[src/rtl/instr_fetch.sv]
// Instruction fetch stage: reads one- or two-word instructions from the
// unified program/data memory and presents them to the decoder over a
// valid/ready handshake. Execute can stall the port (bus_gnt) and redirect the PC.
module instr_fetch #(
  parameter int ADDR_WIDTH = 6,
  parameter int DATA_WIDTH = 16,
  parameter int START_PC   = 8
) (
  input  logic                  clk,
  input  logic                  rst_n,
  input  logic                  fetch_en,
  input  logic                  bus_gnt,
  output logic                  mem_rd,
  output logic [ADDR_WIDTH-1:0] mem_addr,
  input  logic [DATA_WIDTH-1:0] mem_rdata,
  input  logic                  redirect_valid,
  input  logic [ADDR_WIDTH-1:0] redirect_addr,
  output logic                  instr_valid,
  input  logic                  instr_ready,
  output logic [DATA_WIDTH-1:0] instr_w0,
  output logic [DATA_WIDTH-1:0] instr_w1,
  output logic                  instr_two,
  output logic [ADDR_WIDTH-1:0] instr_pc
);

  localparam logic [1:0] IDLE   = 2'd0;
  localparam logic [1:0] FETCH0 = 2'd1;
  localparam logic [1:0] FETCH1 = 2'd2;
  localparam logic [1:0] HOLD   = 2'd3;

  localparam logic [ADDR_WIDTH-1:0] PC_RESET = ADDR_WIDTH'(START_PC);
  localparam logic [ADDR_WIDTH-1:0] PC_ONE   = ADDR_WIDTH'(1);

  logic [1:0]            state_q, state_d;
  logic [ADDR_WIDTH-1:0] pc_q, pc_d;
  logic [DATA_WIDTH-1:0] w0_q, w0_d;
  logic [DATA_WIDTH-1:0] w1_q, w1_d;
  logic                  two_q, two_d;
  logic [ADDR_WIDTH-1:0] ipc_q, ipc_d;
  logic                  valid_q, valid_d;

  logic [3:0] opc;
  logic       rdata_two;

  // Two-word decode of the word currently on the read bus
  always_comb begin
    opc       = mem_rdata[DATA_WIDTH-1 -: 4];
    rdata_two = (opc == 4'h8) || (opc == 4'h9) || ((opc == 4'h0) && mem_rdata[3]);
  end

  // Next-state logic; redirect overrides every state, including a grant or handshake
  always_comb begin
    state_d = state_q;
    pc_d    = pc_q;
    w0_d    = w0_q;
    w1_d    = w1_q;
    two_d   = two_q;
    ipc_d   = ipc_q;
    if (redirect_valid) begin
      pc_d    = redirect_addr;
      state_d = fetch_en ? FETCH0 : IDLE;
    end else begin
      case (state_q)
        IDLE: begin
          if (fetch_en) state_d = FETCH0;
        end
        FETCH0: begin
          if (bus_gnt) begin
            w0_d    = mem_rdata;
            ipc_d   = pc_q;
            pc_d    = pc_q + PC_ONE;
            w1_d    = '0;
            two_d   = 1'b0;
            state_d = rdata_two ? FETCH1 : HOLD;
          end
        end
        FETCH1: begin
          if (bus_gnt) begin
            w1_d    = mem_rdata;
            two_d   = 1'b1;
            pc_d    = pc_q + PC_ONE;
            state_d = HOLD;
          end
        end
        default: begin
          if (instr_ready) state_d = fetch_en ? FETCH0 : IDLE;
        end
      endcase
    end
    valid_d = (state_d == HOLD);
  end

  // State and instruction registers, asynchronous active-low reset
  always_ff @(posedge clk or negedge rst_n) begin
    if (!rst_n) begin
      state_q <= IDLE;
      pc_q    <= PC_RESET;
      w0_q    <= '0;
      w1_q    <= '0;
      two_q   <= 1'b0;
      ipc_q   <= '0;
      valid_q <= 1'b0;
    end else begin
      state_q <= state_d;
      pc_q    <= pc_d;
      w0_q    <= w0_d;
      w1_q    <= w1_d;
      two_q   <= two_d;
      ipc_q   <= ipc_d;
      valid_q <= valid_d;
    end
  end

  // Port request decoded from state only; address follows the PC register
  always_comb begin
    mem_rd      = (state_q == FETCH0) || (state_q == FETCH1);
    mem_addr    = pc_q;
    instr_valid = valid_q;
    instr_w0    = w0_q;
    instr_w1    = w1_q;
    instr_two   = two_q;
    instr_pc    = ipc_q;
  end

endmodule
[config.mk]
export PLATFORM = sky130hd
export DESIGN_NAME = instr_fetch
export DESIGN_NICKNAME = d
export VERILOG_FILES = /design/src/rtl/instr_fetch.sv
export SDC_FILE = /design/constraint.sdc
export NUM_CORES = 1
export LEC_CHECK = 0
export CORE_MARGIN = 4
export CORE_UTILIZATION = 48
export DETAILED_ROUTE_END_ITERATION = 6
export PLACE_DENSITY = 0.95
export SYNTH_ARGS = -nofsm -noshare
export SYNTH_HDL_FRONTEND = slang
export SYNTH_SLANG_ARGS = --single-unit
export TNS_END_PERCENT = 10
[constraint.sdc]
create_clock -name clk -period 3.6 [get_ports clk]
set_input_delay 0.54 -clock clk [delete_from_list [all_inputs] [get_ports clk]]
set_output_delay 0.54 -clock clk [all_outputs]
set_load 0.1 [all_outputs]
==> results of run 1 <==
Yosys cell counts (all sizes together) (2+ instances only):
master / instances
a22o: 16
and2: 2
buf: 6
dfrtp: 47
ha: 6
inv: 3
mux2: 22
nand2: 9
nand4: 2
nor2b: 3
o21ai: 11
xor2: 4
sequential cells by signal (all words and copies together) (netlist names):
signal and cells:
instr_two 1, instr_pc 6, instr_valid 1, instr_w1 16
state_q 2, mem_addr 6, instr_w0 16
per-layer routing:
layer	global-route usage	vias to the layer above	part of all wire	wire, um
met3	0.0324	5	0.063	298
met5	0	-	0	0
li1	-	681	-	-
met4	0.0423	0	0.0098	46
met2	0.312	46	0.51	2410
met1	0.232	735	0.42	1960
per-stage QoR:
step           setup WS [ps]  area (um^2)  instances   util  hold WS [ps]
6_report                1030         2990        272  0.727           416
3_5_place_dp            1010         2830        264  0.688           474
2_1_floorplan           1390         2100        147      -           244
4_1_cts                 1020         2990        272  0.727           456
5_1_grt                 1010         2990        272  0.727           513
3_3_place_gp            1060         2830        264  0.688           468
worst max-delay path by stage:
stage,slack (ps),cells past startpoint,to,from
after floorplan,1390,7,mem_addr[4],state_q[0]
after global placement,1060,4,instr_w0[0],redirect_valid
after detailed placement,1010,4,instr_w0[0],redirect_valid
after CTS,1020,1,mem_addr[3],mem_addr[3]
after global routing,1010,1,mem_addr[3],mem_addr[3]
final,1030,1,mem_addr[3],mem_addr[3]
cell families after synthesis:
| kind of cell | share of synthesized area |
|---|---|
| DFF | 0.574 |
| muxes | 0.157 |
| AOI/OAI and AO/OA | 0.121 |
| buffers and inverters | 0.0334 |
| and+or+nand+nor | 0.0585 |
| xor gates and xnor gates | 0.0209 |
| adders and majority gates | 0.0358 |
final cells by class:
cell class,count,area (um^2),share of cell area
sequential,48,1200,0.402
multi-input combinational,89,823,0.275
timing repair buffer,74,733,0.245
clock inverter,3,90.1,0.0301
clock buffer,5,68.8,0.0230
tap,50,62.6,0.0209
inverter,3,11.3,0.00376
==> key figures, run 1 <==
Final layout
  – Fill cell count: 296
  – Synth-to-Final Area Change: 42.7%
  – Final net count: 255
  – ANT cells: 0
  – Share of cells above drive strength 1: 0.162
  – Commonest cells after routing, fill and taps aside: clkdlybuf4s50_1, dfrtp_1, mux2_4
  – Commonest non-fill, non-tap cell in the layout: clkdlybuf4s50_1

Worst setup path
  – Family with the most delay on the worst path: buffers and inverters
  – R2r endpoint: instr_w0[0]
  – WP data arrival: 2030 ps
  – Worst Path Buf+Inv: 1
  – Cell breakdown of the critical path: clkdlybuf4s50_1
  – Critical path startpoint category: register
  – Maximum fanout along the worst path: 5
  – Crit path largest cell delay: 1150 ps
  – Worst R2R Setup Slack: 1670 ps
  – Slowest cell on crit path: clkdlybuf4s50_1
  – Setup CP Type: reg -> out
  – Worst Setup End Kind: output pin
  – R2R depth: 4
  – Worst r2r src: state_q[1]
  – Critical Path RT: 3060 ps

Drt
  – Post-DRT Antenna Nets: 0
  – Via count: 1,467
  – Initial DRC count: 101
  – Final WL: 4710 um
  – Routed WL per cell: 17.3 um
  – Total iterations of the first detailed-routing run: 4
  – Vias per cell: 5.39
  – Drt drc: 0

Clock network
  – Root Driver: clkbuf_8
  – H-tree depth: 2
  – Setup Buffers After CTS: 0
  – Clock transition at the registers of the reported paths: 100 ps
  – Maximum clock insertion buffer count: 2
  – Post-CTS sizing: 0
  – CTS Sinks: 48
  – TritonCTS Buffers: 5
  – Hold Buf Count CTS: 0
  – CTS tree: yes
  – Worst skew pair latency: 290 ps

Global route
  – Largest net degree at the start of global routing: 49
  – Number of global-route vias before repair: 1,499
  – Initial antenna violation count: 0
  – Overall global routing resource usage: 0.179
  – Total grt overflow: 0
  – First-pass GRT wire length: 7500 um

STA
  – Unrepaired setup endpoints after global routing: false
  – Final setup vio count: 0
  – Slew Limit Fails: 0
  – Max Fclk: 0.390 GHz
  – Setup Skew: 6.13 ps
  – Setup TNS: 0 ps
  – Crit path time final: 2570 ps
  – Final Hold Vio Count: 0
  – Slew HR: 0.306
  – Final period util: 0.713
  – Slew @ Worst Pin: 1040 ps

Yosys
  – #FFs+latches synth: 48
  – EDFF count, synth: 0
  – Syn Nets: 181
  – Seq/Total Area, Yosys: 0.574
  – Count of cell types in the netlist: 34
  – Yosys warns: 0
  – Synth Flop Type: dfrtp_1
  – Syn_area_per_cell: 14.3 um^2
  – Synth area leader: dfrtp_1
  – Fraction of registers with async set or reset after synthesis: 1.00
  – Cells after synthesis: 147
  – Top post-synthesis cells by area: dfrtp_1, mux2_4, a22o_1, ha_1, buf_6
  – Synth top area share: 0.561
  – Netlist Area Pre-Place: 2100 um^2

Placed design
  – Placer Congestion: 0.837
  – IO buf count: 74
  – Post-DP HPWL: 3410 um

Status
  – Status: complete, no violations

Job
  – Max-cap violations: 0

Floorplan
  – Die area: 5490 um^2
  – Boundary pin count: 75
  – Die Y: 74.1 um
  – Initial Util: 0.509
  – Core Rows: 23
  – Die width: 74.1 um
  – Core area: 4120 um^2

Min path
  – HP Class: in -> async
Power of run 1 is left out: the tool's default activity adds up to more than one toggle a clock period on the data nets, which glitch-free logic cannot reach.
==> run 2, diff against run 1 <==
Settings changed: CORE_UTILIZATION 48 to 44, PLACE_DENSITY 0.95 to 0.91.
Clock period 3.6 ns to 2.6 ns, I/O delays scaled along.
==> run 2 against run 1 <==
First-iteration DRC count down 42%; clock-buffer cell count unchanged; cell count is 1.5% higher; via count is 2.3% lower; clock skew decreased by 1.3 ps; global-route usage shrank 2.1 points; non-clock buffer count up 3; register-to-register slack got worse by 960 ps.
==> key figures, run 2 (synthesis gave the netlist of run 1 again) <==
Status
  – Status: complete, no violations

STA
  – Setup TNS: 0 ps
  – Crit path time final: 1890 ps
  – Final setup vio count: 0
  – Unrepaired setup endpoints after global routing: false
  – Slew @ Worst Pin: 755 ps
  – Max Fclk: 0.528 GHz
  – Slew Limit Fails: 0
  – Final Hold Vio Count: 0
  – Slew HR: 0.497
  – Final period util: 0.729
  – Setup Skew: 4.79 ps

Floorplan
  – Die Y: 77.0 um
  – Core Rows: 24
  – Die area: 5930 um^2
  – Core area: 4470 um^2
  – Initial Util: 0.468
  – Boundary pin count: 75
  – Die width: 77.0 um

Drt
  – Final WL: 4620 um
  – Total iterations of the first detailed-routing run: 4
  – Vias per cell: 5.19
  – Initial DRC count: 59
  – Routed WL per cell: 16.7 um
  – Drt drc: 0
  – Via count: 1,433
  – Post-DRT Antenna Nets: 0

Placed design
  – IO buf count: 74
  – Area after DPL: 2740 um^2
  – Placer Congestion: 0.721
  – Post-DP HPWL: 3460 um

Clock network
  – CTS tree: yes
  – H-tree depth: 2
  – Clock transition at the registers of the reported paths: 80 ps
  – CTS Sinks: 48
  – Post-CTS sizing: 0
  – Hold Buf Count CTS: 0
  – Root Driver: clkbuf_8
  – Maximum clock insertion buffer count: 2
  – TritonCTS Buffers: 5
  – Worst skew pair latency: 290 ps
  – Setup Buffers After CTS: 0

Final layout
  – Final net count: 258
  – Synth-to-Final Area Change: 37.0%
  – Fill cell count: 356
  – Final instance area: 2870 um^2
  – Area of the multi-input gates: 823 um^2
  – Commonest cells after routing, fill and taps aside: buf_4, dfrtp_1, clkdlybuf4s50_1
  – Register cell area after layout: 1200 um^2
  – ANT cells: 0
  – Commonest non-fill, non-tap cell in the layout: buf_4
  – Share of cells above drive strength 1: 0.375

Min path
  – HP Class: in -> async

Job
  – Max-cap violations: 0

Global route
  – Largest net degree at the start of global routing: 49
  – Number of global-route vias before repair: 1,437
  – Overall global routing resource usage: 0.158
  – Initial antenna violation count: 0
  – Total grt overflow: 0
  – First-pass GRT wire length: 7470 um

Worst setup path
  – Critical Path RT: 2780 ps
  – Worst Setup End Kind: register
  – Critical path startpoint category: register
  – Maximum fanout along the worst path: 23
  – WP data arrival: 2070 ps
  – Setup CP Type: reg -> reg
## run 2: layer usage
layer  wire, um  vias to the layer above  GRT usage
li1           -                      688          -
met4          9                        0     0.0267
met1       2000                      690      0.202
met2       2310                       53      0.267
met3        305                        2     0.0515
met5          0                        -          0
## run 2: area by class of cell
cell class,count,share of cell area
clock buffer,5,0.0240
clock inverter,2,0.0209
sequential,48,0.419
inverter,3,0.00392
tap,52,0.0227
timing repair buffer,77,0.223
multi-input combinational,89,0.287
## run 2: worst max-delay path: stages (launching register included)
cell,delay (ps)
dfrtp_1,450
inv_1,90
ha_1,260
nand2_2,570
mux2_2,410
## run 2: worst paths after layout
path | cells past startpoint | slack [ps] | to | startpoint
max in group asynchronous | 2 | 2030 | mem_addr[5] | rst_n
min | 2 | 180 | instr_w1[1] | rst_n
max | 4 | 710 | instr_w0[14] | state_q[1]
min reg2reg | 1 | 490 | instr_two | instr_two
max reg2reg | 4 | 710 | instr_w0[14] | state_q[1]
min in group clk | 1 | 490 | instr_two | instr_two
## run 2: per-stage QoR
stage | cells | hold slack, ps | setup WS [ps] | util
2_1_floorplan | 147 | 94.4 | 389 | -
3_3_place_gp | 269 | 471 | 484 | 0.613
3_5_place_dp | 269 | 476 | 429 | 0.613
4_1_cts | 276 | 201 | 703 | 0.642
5_1_grt | 276 | 222 | 582 | 0.642
6_report | 276 | 181 | 706 | 0.642
Power of run 2 is left out for the same reason.
==> run 3, diff against run 2 <==
Clock period 2.6 ns to 1.8 ns, I/O delays scaled along.
==> run 3 against run 2 <==
Sequential share of layout area decreased by 1.9 points; via count increased by 0.91%; first-iteration DRC count increased by 10%; worst hold slack improved by 260 ps; critical path depth increased by 2; core utilization increased by 3.2 points; setup slack got worse by 580 ps; register-to-register slack got worse by 580 ps; routed wire length decreased by 2.1%; largest cell class unchanged; clock skew decreased by 2.8 ps; final area increased by 4.9%; flip-flop and latch count unchanged.
==> key figures, run 3 (synthesis gave the netlist of run 1 again) <==
Status
  – Status: complete, no violations

Clock network
  – H-tree depth: 2
  – TritonCTS Buffers: 5
  – Clock transition at the registers of the reported paths: 80 ps
  – Worst skew pair latency: 290 ps
  – CTS tree: yes
  – CTS Sinks: 48
  – Maximum clock insertion buffer count: 2
  – Root Driver: clkbuf_8

Final layout
  – ANT cells: 0
  – Fill cell count: 308
  – Synth-to-Final Area Change: 43.8%
  – Commonest non-fill, non-tap cell in the layout: dfrtp_1
  – Commonest cells after routing, fill and taps aside: dfrtp_1, buf_4, clkdlybuf4s50_1
  – Area of the multi-input gates: 847 um^2
  – Register cell area after layout: 1200 um^2
  – Final net count: 261
  – Share of cells above drive strength 1: 0.395

STA
  – Slew HR: 0.691
  – Unrepaired setup endpoints after global routing: false
  – Final setup vio count: 0
  – Slew Limit Fails: 0
  – Slew @ Worst Pin: 461 ps
  – Max Fclk: 0.597 GHz
  – Final Hold Vio Count: 0
  – Setup Skew: 2.02 ps
  – Final period util: 0.931
  – Crit path time final: 1680 ps
  – Setup TNS: 0 ps

Worst setup path
  – Critical Path RT: 2000 ps
  – Setup CP Type: reg -> reg
  – Cell breakdown of the critical path: inv_1, ha_4, nor2b_1, o21ai_1, a221o_1, a311oi_1
  – Critical path startpoint category: register
  – Worst Path Buf+Inv: 1
  – Maximum fanout along the worst path: 6
  – Slowest cell on crit path: dfrtp_1
  – Family with the most delay on the worst path: compound AO/OA/AOI/OAI gates
  – WP data arrival: 1880 ps
  – Worst Setup End Kind: register
  – Crit path largest cell delay: 440 ps

Floorplan
  – Initial Util: 0.468
  – Boundary pin count: 75
  – Core area: 4470 um^2
  – Die Y: 77.0 um
  – Die area: 5930 um^2
  – Die width: 77.0 um
  – Core Rows: 24

Drt
  – Final WL: 4520 um
  – Routed wl met2: 2240 um
  – Routed WL per cell: 16.1 um
  – Initial DRC count: 65
  – DRT met1 WL: 1940 um
  – Drt drc: 0
  – Highest routed layer: met4
  – Via count: 1,446
  – Post-DRT Antenna Nets: 0
  – Total iterations of the first detailed-routing run: 4
  – WL met3: 289 um
  – Vias per cell: 5.16

Global route
  – Initial antenna violation count: 0
  – Overall global routing resource usage: 0.161
  – Total grt overflow: 0
  – First-pass GRT wire length: 7650 um
  – Largest net degree at the start of global routing: 32
  – Number of global-route vias before repair: 1,521

Min path
  – HP Class: in -> async

Job
  – Max-cap violations: 0

Placed design
  – Post-DP HPWL: 3570 um
  – Placer Congestion: 0.737
  – IO buf count: 74
## run 3: metal layers
metal,track usage,vias up
li1,-,693
met1,0.207,700
met2,0.264,48
met3,0.0468,5
met4,0.0480,0
met5,0,-
## run 3: worst paths after layout
kind / start / to / slack [ps] / cells after the start
max in group asynchronous: rst_n / mem_addr[3] / 810 / 3
min: rst_n / instr_w1[2] / 440 / 2
min reg2reg: instr_two / instr_two / 490 / 1
max reg2reg: state_q[0] / instr_valid / 120 / 6
max: state_q[0] / instr_valid / 120 / 6
min in group clk: instr_two / instr_two / 490 / 1
## run 3: through the flow
stage	worst slack, ps	instances	utilization	area [um^2]	hold WS (ps)
2_1_floorplan	22.3	147	-	2110	-25.6
3_3_place_gp	-51.7	271	0.644	2880	221
3_5_place_dp	-97.0	271	0.644	2880	224
4_1_cts	35.8	280	0.671	3000	448
5_1_grt	5.13	280	0.673	3010	462
6_report	124	280	0.673	3010	436
## run 3: cell type report
class	count	area share
inverter	3	0.00374
multi-input combinational	89	0.281
clock buffer	6	0.0241
sequential	48	0.400
clock inverter	2	0.0116
timing repair buffer	80	0.258
tap	52	0.0216
## run 3: repair_timing
| item | CTS | global route |
|---|---|---|
| setup buffers | 0 | 0 |
| hold endpoints to repair | 17 | 0 |
| hold buffers | 1 | 0 |
| endpoints found under the setup margin | 0 | 18 |
| gates resized for setup | 0 | 4 |
Power of run 3 is left out for the same reason.
